## src/rtl/throbber_if.sv

```systemverilog
// throbber_if: per-channel control inputs and registered LED/tick outputs of the throbber.
interface throbber_if #(
    parameter int CHANNELS     = 4,
    parameter int PERIOD_WIDTH = 24
);
    logic [CHANNELS-1:0]     enable;
    logic [2*CHANNELS-1:0]   mode;
    logic [PERIOD_WIDTH-1:0] half_period;
    logic                    sync_pulse;
    logic [CHANNELS-1:0]     led;
    logic                    tick;
    modport master (output enable, mode, half_period, sync_pulse, input led, tick);
    modport slave  (input enable, mode, half_period, sync_pulse, output led, tick);
endinterface

```

## src/rtl/throbber.sv

```systemverilog
// throbber: multi-channel LED driver (off/steady/blink/breathe) paced by one shared prescaler.
module throbber #(
    parameter int CHANNELS     = 4,
    parameter int PERIOD_WIDTH = 24,
    parameter int PWM_BITS     = 8
) (
    input logic       clock,
    input logic       reset,
    throbber_if.slave bus
);
    typedef enum logic {UP, DOWN} dir_e;
    localparam logic [PWM_BITS-1:0]     MAX   = '1;
    localparam logic [PWM_BITS-1:0]     ONE_L = PWM_BITS'(1);
    localparam logic [PERIOD_WIDTH-1:0] ONE_C = PERIOD_WIDTH'(1);
    logic [PERIOD_WIDTH-1:0] count_q, count_d;
    logic [PWM_BITS-1:0]     pwm_q, pwm_d;
    logic                    tick_q, tick_d;
    logic [CHANNELS-1:0]     blink_q, blink_d, led_q, led_d;
    logic [PWM_BITS-1:0]     level_q [CHANNELS];
    logic [PWM_BITS-1:0]     level_d [CHANNELS];
    dir_e                    dir_q [CHANNELS];
    dir_e                    dir_d [CHANNELS];
    logic [CHANNELS-1:0]     clr, turn, rise;
    logic                    wrap;
    always_comb begin
        wrap    = count_q >= bus.half_period;
        count_d = (wrap || bus.sync_pulse) ? '0 : count_q + ONE_C;
        tick_d  = wrap && !bus.sync_pulse;
        pwm_d   = bus.sync_pulse ? '0 : pwm_q + ONE_L;
        for (int i = 0; i < CHANNELS; i++) begin
            clr[i]  = !bus.enable[i] || bus.sync_pulse;
            // a ramp turns around at either end; it then steps away from that end
            turn[i] = (dir_q[i] == UP) ? (level_q[i] == MAX) : (level_q[i] == '0);
            rise[i] = (dir_q[i] == UP) ^ turn[i];
            blink_d[i] = clr[i] ? 1'b0 : blink_q[i] ^ wrap;
            level_d[i] = clr[i] ? '0 : !wrap ? level_q[i] :
                         rise[i] ? level_q[i] + ONE_L : level_q[i] - ONE_L;
            dir_d[i]   = clr[i] ? UP : !(wrap && turn[i]) ? dir_q[i] :
                         (dir_q[i] == UP) ? DOWN : UP;
            led_d[i]   = !bus.enable[i] ? 1'b0 :
                         bus.mode[2*i +: 2] == 2'b00 ? 1'b0 :
                         bus.mode[2*i +: 2] == 2'b01 ? 1'b1 :
                         bus.mode[2*i +: 2] == 2'b10 ? blink_q[i] :
                         level_q[i] > pwm_q;
        end
    end
    always_ff @(posedge clock) begin
        if (reset) begin
            count_q <= '0;
            pwm_q   <= '0;
            tick_q  <= 1'b0;
            blink_q <= '0;
            led_q   <= '0;
            for (int i = 0; i < CHANNELS; i++) begin
                level_q[i] <= '0;
                dir_q[i]   <= UP;
            end
        end else begin
            count_q <= count_d;
            pwm_q   <= pwm_d;
            tick_q  <= tick_d;
            blink_q <= blink_d;
            led_q   <= led_d;
            for (int i = 0; i < CHANNELS; i++) begin
                level_q[i] <= level_d[i];
                dir_q[i]   <= dir_d[i];
            end
        end
    end
    assign bus.led  = led_q;
    assign bus.tick = tick_q;
endmodule

```

## src/flat_wrapper.sv

```systemverilog
// flat-port wrapper written by rule: the top's interface ports become plain ports
module throbber_flat 
#(
    parameter int CHANNELS     = 4,
    parameter int PERIOD_WIDTH = 24,
    parameter int PWM_BITS     = 8
)
  (clock, reset, bus_enable, bus_mode, bus_half_period, bus_sync_pulse, bus_led, bus_tick);
  throbber_if #(.CHANNELS(CHANNELS), .PERIOD_WIDTH(PERIOD_WIDTH)) bus_i ();
  input logic clock;
  input logic reset;
  input wire logic [$bits(bus_i.enable)-1:0] bus_enable;
  input wire logic [$bits(bus_i.mode)-1:0] bus_mode;
  input wire logic [$bits(bus_i.half_period)-1:0] bus_half_period;
  input wire logic [$bits(bus_i.sync_pulse)-1:0] bus_sync_pulse;
  output wire logic [$bits(bus_i.led)-1:0] bus_led;
  output wire logic [$bits(bus_i.tick)-1:0] bus_tick;
  assign bus_i.enable = bus_enable;
  assign bus_i.mode = bus_mode;
  assign bus_i.half_period = bus_half_period;
  assign bus_i.sync_pulse = bus_sync_pulse;
  assign bus_led = bus_i.led;
  assign bus_tick = bus_i.tick;
  throbber #(.CHANNELS(CHANNELS), .PERIOD_WIDTH(PERIOD_WIDTH), .PWM_BITS(PWM_BITS)) u_core (.clock(clock), .reset(reset), .bus(bus_i));
endmodule
```

## config.mk

```make
export PLATFORM = sky130hd
export DESIGN_NAME = throbber_flat
export DESIGN_NICKNAME = d
export VERILOG_FILES = /design/src/rtl/throbber_if.sv /design/src/rtl/throbber.sv /design/src/flat_wrapper.sv
export SDC_FILE = /design/constraint.sdc
export NUM_CORES = 1
export LEC_CHECK = 0
export CAP_MARGIN = 20
export CELL_PAD_IN_SITES_DETAIL_PLACEMENT = 0
export CELL_PAD_IN_SITES_GLOBAL_PLACEMENT = 2
export CORE_UTILIZATION = 39
export DETAILED_ROUTE_END_ITERATION = 10
export PLACE_DENSITY = 0.95
export SETUP_SLACK_MARGIN = 0.15
export SKIP_LAST_GASP = 1
export SYNTH_ARGS = -nofsm -noshare
export SYNTH_HDL_FRONTEND = slang
export SYNTH_SLANG_ARGS = --single-unit
```

## constraint.sdc

```tcl
create_clock -name clock -period 4.2 [get_ports clock]
set_clock_uncertainty 0.1 [all_clocks]
set_input_delay 0.84 -clock clock [delete_from_list [all_inputs] [get_ports clock]]
set_output_delay 0.84 -clock clock [all_outputs]
set_load 0.005 [all_outputs]
```

== Word level (Yosys, flattened, before mapping) ==
Memory sizes are Yosys's and may differ from the RTL's.
Cells that the tools add are included.

* $add $sub $neg: 10
* Multiply operators: 0
* Divide/modulo/power cells: 0
* $lt $le $gt $ge: 5
* Eq/ne operators: 12
* Shift operators: 0
* Muxes and demuxes: 47
* Bitwise gates (word level): 24
* Reductions and logical operators: 33

{| class="wikitable"
|+ Operator list
! kind !! number
|-
| $mux W8 || 16
|-
| $add A8 B1 Y8 const B || 5
|-
| $eq A8 B8 Y1 const B || 4
|-
| $gt A8 B8 Y1 || 4
|-
| $logic_not A8 Y1 || 4
|-
| $sub A8 B1 Y8 const B || 4
|-
| $mux W1 || 31
|-
| $add A24 B1 Y24 const B || 1
|-
| $ge A24 B24 Y1 || 1
|-
| $reduce_or A2 Y1 || 6
|-
| $reduce_or A3 Y1 || 4
|-
| $eq A2 B1 Y1 const B || 4
|-
| $eq A2 B2 Y1 const B || 4
|-
| $logic_not A2 Y1 || 4
|-
| $not A1 Y1 || 8
|-
| $or A1 B1 Y1 || 8
|-
| $xor A1 B1 Y1 || 8
|-
| $logic_and A1 B1 Y1 || 5
|-
| $logic_not A1 Y1 || 5
|-
| $logic_or A1 B1 Y1 || 5
|}

* Register bits after elaboration: 41
* Latch bits: 0
* Bits in writable memories: 36
* Memory bits (read-only): 0
* Input bits: 39
* Output and inout bits: 5
* Logic and storage cells: 144
* Memories: 2

{| class="wikitable"
|+ Memories
! name !! words !! bits a word !! rd ports !! clocked after Yosys merged registers in !! write ports !! line !! source
|-
| u_core.level_q || 4 || 8 || 4 || 0 || 4 || throbber.sv:19 || <nowiki>logic [PWM_BITS-1:0] level_q [CHANNELS];</nowiki>
|-
| u_core.dir_q || 4 || 1 || 4 || 0 || 4 || throbber.sv:21 || <nowiki>dir_e dir_q [CHANNELS];</nowiki>
|}

== Depth between registers and ports, before layout ==
* Depth in word-level cells: 7
* Mapped depth: 11
* Mapped depth without buffers: 11

== Worst setup path before layout ==
Ideal clock, no wire load.

* Kind: input-to-reg
* Start: input bus_half_period[21]
* End: register u_core.count_q[5]
* Setup time: 0.064 ns
* Arrival time: 2.636 ns
* Required time: 4.036 ns
* Slack: 1.400 ns
* Cell stages on the path: 10
* Cell sequence: inv_1 ha_1 a21o_1 a21o_1 a221oi_4 o211ai_4 or2_1 buf_6 buf_6 nor2_1

* Longest elaborated chain between the ends: 3

{| class="wikitable"
|+ Ends and longest elaborated chain
! element !! line !! source
|-
| start: declaration || flat_wrapper.sv:14 || <nowiki>input wire logic [$bits(bus_i.half_period)-1:0] bus_half_period;</nowiki>
|-
| $ge A24 B24 Y1 || throbber.sv:26 || <nowiki>wrap = count_q >= bus.half_period;</nowiki>
|-
| $logic_or A1 B1 Y1 || throbber.sv:27 || <nowiki>count_d = (wrap || bus.sync_pulse) ? '0 : count_q + ONE_C;</nowiki>
|-
| $reduce_or A2 Y1 (no source line) || - ||
|-
| end signal: assignment || throbber.sv:59 || <nowiki>count_q <= count_d;</nowiki>
|-
| end: declaration || throbber.sv:15 || <nowiki>logic [PERIOD_WIDTH-1:0] count_q, count_d;</nowiki>
|}

Every way passes these cells.
A chain may end at the register's enable or synchronous reset.

== Worst setup path after layout ==
* Start: input bus_half_period[23]
* End: register u_core.count_q[4]

The elaborated chain is that of the path after synthesis.

==> flow_metrics.env <==
export IMPL_status="finished clean"
export IMPL_critical_path_top_delay_family="simple AND/OR/NAND/NOR gates"
export IMPL_finalWirelength_mm=12.7
export IMPL_drt_pass1_iter_count=5
export IMPL_io_pins=44
export IMPL_syn_area_mm2=0.00563
export IMPL_ys_flop_type="dfxtp_1"
export IMPL_final_max_slew_viol_count=0
export IMPL_yosys_cell_types_count=52
export IMPL_synth_area_per_cell_um2=8.42
export IMPL_synth_edf_count=0
export IMPL_final_net_count=839
export IMPL_reg2reg_to="u_core.level_q[2][6]"
export IMPL_critPathKind="primary input to register"
export IMPL_grt_start_max_net_pins=28
export IMPL_beginning_of_the_worst_register_to_register_path="u_core.level_q[2][3]"
export IMPL_place_gp_congestion=0.797
export IMPL_report_power_total_w=0.00166
export IMPL_start_util_pct=40.3
export IMPL_globalRoute_totalOverflow=0
export IMPL_dieArea_mm2=0.0149
export IMPL_worstPathCellList="clkdlybuf4s50_1 > inv_1 > ha_1 > nand4_2 > nor4_4 > nand2_2 > o211ai_4 > or2_1 > nor2_1"
export IMPL_yosysSeqAreaShare_pct=27.4
export IMPL_period_needed_ns=3.32
export IMPL_chipHeight_um=122
export IMPL_regToRegSetupSlack_ns=1.03
export IMPL_commonest_cells_post_synth="nor2_1 (97), ha_1 (82), dfxtp_1 (77)"
export IMPL_placement_io_buffers=43
export IMPL_hold_path_cell_count=1
export IMPL_syn_warnings=0
export IMPL_finalNonFillerCells=898
export IMPL_worstPathMaxFanout=24
export IMPL_rsz_0062_raised_after_global_routing="false"
export IMPL_post_cts_resized=0
export IMPL_die_w_um=122
export IMPL_h_tree_depth=3
export IMPL_synth_largest_area_cell="dfxtp_1"
export IMPL_cts_root_buf="clkbuf_16"
export IMPL_vdd_ir_drop_worst_uv=199
export IMPL_final_antenna_net_count=0
export IMPL_synth_top_cell_area_share_pct=27.4
export IMPL_ys_top_cells_by_area="dfxtp_1 (27%), ha_1 (18%), nor2_1 (6.5%), xnor2_1 (6.4%), inv_1 (4.2%)"
export IMPL_cp_arrival_ns=3.40
export IMPL_final_hold_viol_count=0
export IMPL_powerDensity_mw_per_mm2=255
export IMPL_worstSetupEndpointType="register"
export IMPL_clkSlewWorstSetupHoldPaths_ns=0.05
export IMPL_critPathRequiredTime_ns=4.28
export IMPL_drv_max_cap_violation_count=0
export IMPL_cpPeakStageDelay_ns=0.66
export IMPL_cts_hold_fix_buffers=0
export IMPL_postCtsSetupRepairBufs=0
export IMPL_routed_via_count=4728
export IMPL_final_min_period_over_clock_period_pct=79.0
export IMPL_via_count_of_the_first_global_routing_pass=4715
export IMPL_post_detailed_route_wirelength_per_cell_um=14.2
export IMPL_viasPerCell=5.27
export IMPL_cts_num_sinks=77
export IMPL_hold_path_startpoint="u_core.count_q[0]"
export IMPL_place_hpwl_mm=9.61
export IMPL_cellLeakagePower_nw=2.58
export IMPL_worstPathBufferInverterCount=2
export IMPL_synth_cells=669
export IMPL_num_antenna_cells=0
export IMPL_detail_route_drc_violations=0
export IMPL_max_slew_worst_pin_slew_ns=0.793
export IMPL_numCtsBuffers=9
export IMPL_yosys_cell_count_top_type="nor2_1"
export IMPL_antenna_violations_before_repair=0
export IMPL_placement_rows=43
export IMPL_depth_of_the_most_critical_reg_to_reg_path=11
export IMPL_grt_pass1_wl_mm=21.7
export IMPL_drt_iter0_markers=179
export IMPL_max_freq_ghz=0.301
export IMPL_start_kind="primary input"
export IMPL_clock_latency_ns=0.33
export IMPL_slew_limit_headroom_pct=47.2
export IMPL_hold_path_endpoint="u_core.count_q[0]"
export IMPL_syn_to_final_growth_pct=15.8
export IMPL_core_area_mm2=0.0140
export IMPL_synth_nets=794
export IMPL_grt_usage_pct=18.2
export IMPL_crit_slowest_cell="or2_1"
export IMPL_final_layout_size_suffix_gt1_share_pct=4.87
export IMPL_holdCritPathClass="register to register"
export IMPL_dp_cells=883
export IMPL_clock_tree_buffer_depth=2
export IMPL_yosys_register_bits=77
export IMPL_cts_tree="done"
export IMPL_setup_tns_ns=0
export IMPL_post_synth_arst_share_pct=0
export IMPL_timing_final_setup_violations=0
[routing by layer]
metal / GRT usage [%] / vias up / routed length [um]
met5: 0 / - / 0
li1: - / 2443 / -
met1: 23.5 / 2174 / 6160
met2: 31.1 / 99 / 5880
met3: 2.25 / 12 / 505
met4: 6.40 / 0 / 182
[metrics by stage]
| stage | worst slack [ns] | instance area (um^2) | util [%] | hold slack, ns |
|---|---|---|---|---|
| global placement | 0.646 | 6210 | 44.4 | 0.359 |
| CTS | 0.886 | 6520 | 46.6 | 0.387 |
| global route | 0.635 | 6520 | 46.6 | 0.428 |
| finish | 0.882 | 6520 | 46.6 | 0.397 |
| floorplan | 1.40 | 5630 | - | 0.341 |
| detailed placement | 0.550 | 6210 | 44.4 | 0.374 |
[placed cells by master, fill, tap and decap left out, types with 23 or more instances in the layout]
cell type / n
ha_1: 82
a21oi_1: 44
xnor2_1: 41
nand2_1: 26
nor2_1: 97
inv_1: 63
clkdlybuf4s50_1: 43
o21ai_0: 23
dfxtp_1: 77
nand3_1: 24
[worst register-to-register path, stage by stage (launching register included)]
cell and delay [ns]:
dfxtp_1 0.36, nor4_1 0.27, a21boi_0 0.16, o22ai_1 0.34, inv_1 0.22, ha_1 0.38, nor2b_1 0.15, o21a_1 0.18
o21ai_0 0.27, mux2_2 0.37, o21ai_0 0.16, a21oi_1 0.08
[registers in the layout, summed over array words and instances, names as in the netlist]
register	count
u_core.blink_q	4
u_core.bus.led	4
u_core.bus.tick	1
u_core.count_q	24
u_core.dir_q	4
u_core.level_q	32
u_core.pwm_q	8
[layout make-up]
cell class | count | area, um^2
tap | 180 | 225
clock buffer | 10 | 239
fill | 1352 | 7470
multi-input combinational | 518 | 3760
sequential | 77 | 1540
timing repair buffer | 45 | 445
clock inverter | 5 | 75.1
inverter | 63 | 236
[how the worst max path moves through the flow]
stage / start / end / cells after the start
after CTS: bus_half_period[23] / u_core.count_q[4] / 9
after global routing: bus_half_period[23] / u_core.count_q[14] / 9
final: bus_half_period[23] / u_core.count_q[4] / 9
after global placement: bus_half_period[23] / u_core.count_q[16] / 9
after detailed placement: bus_half_period[23] / u_core.count_q[4] / 9
after floorplan: bus_half_period[21] / u_core.count_q[5] / 10
[report_power, final]
group / switching (W) / internal (W) / leakage (nW)
clock network: 0.000297 / 0.000530 / 0.158
logic: 0.0000445 / 0.0000564 / 1.80
registers: 0.00000345 / 0.000734 / 0.621
[logic make-up (layout without fill, tap and decap cells)]
kind of cell	Yosys count	in the layout	synth area share, %
AND/OR/NAND/NOR	230	230	20.1
AO/OA/AOI/OAI	128	128	15.1
adder cells (fa/ha/maj)	86	86	19.6
flip-flops	77	77	27.4
buffers and inverters	74	123	5.89
XOR/XNOR	54	54	8.40
multiplexers	20	20	3.58
No activity file was read; power rests on OpenSTA's default activity.
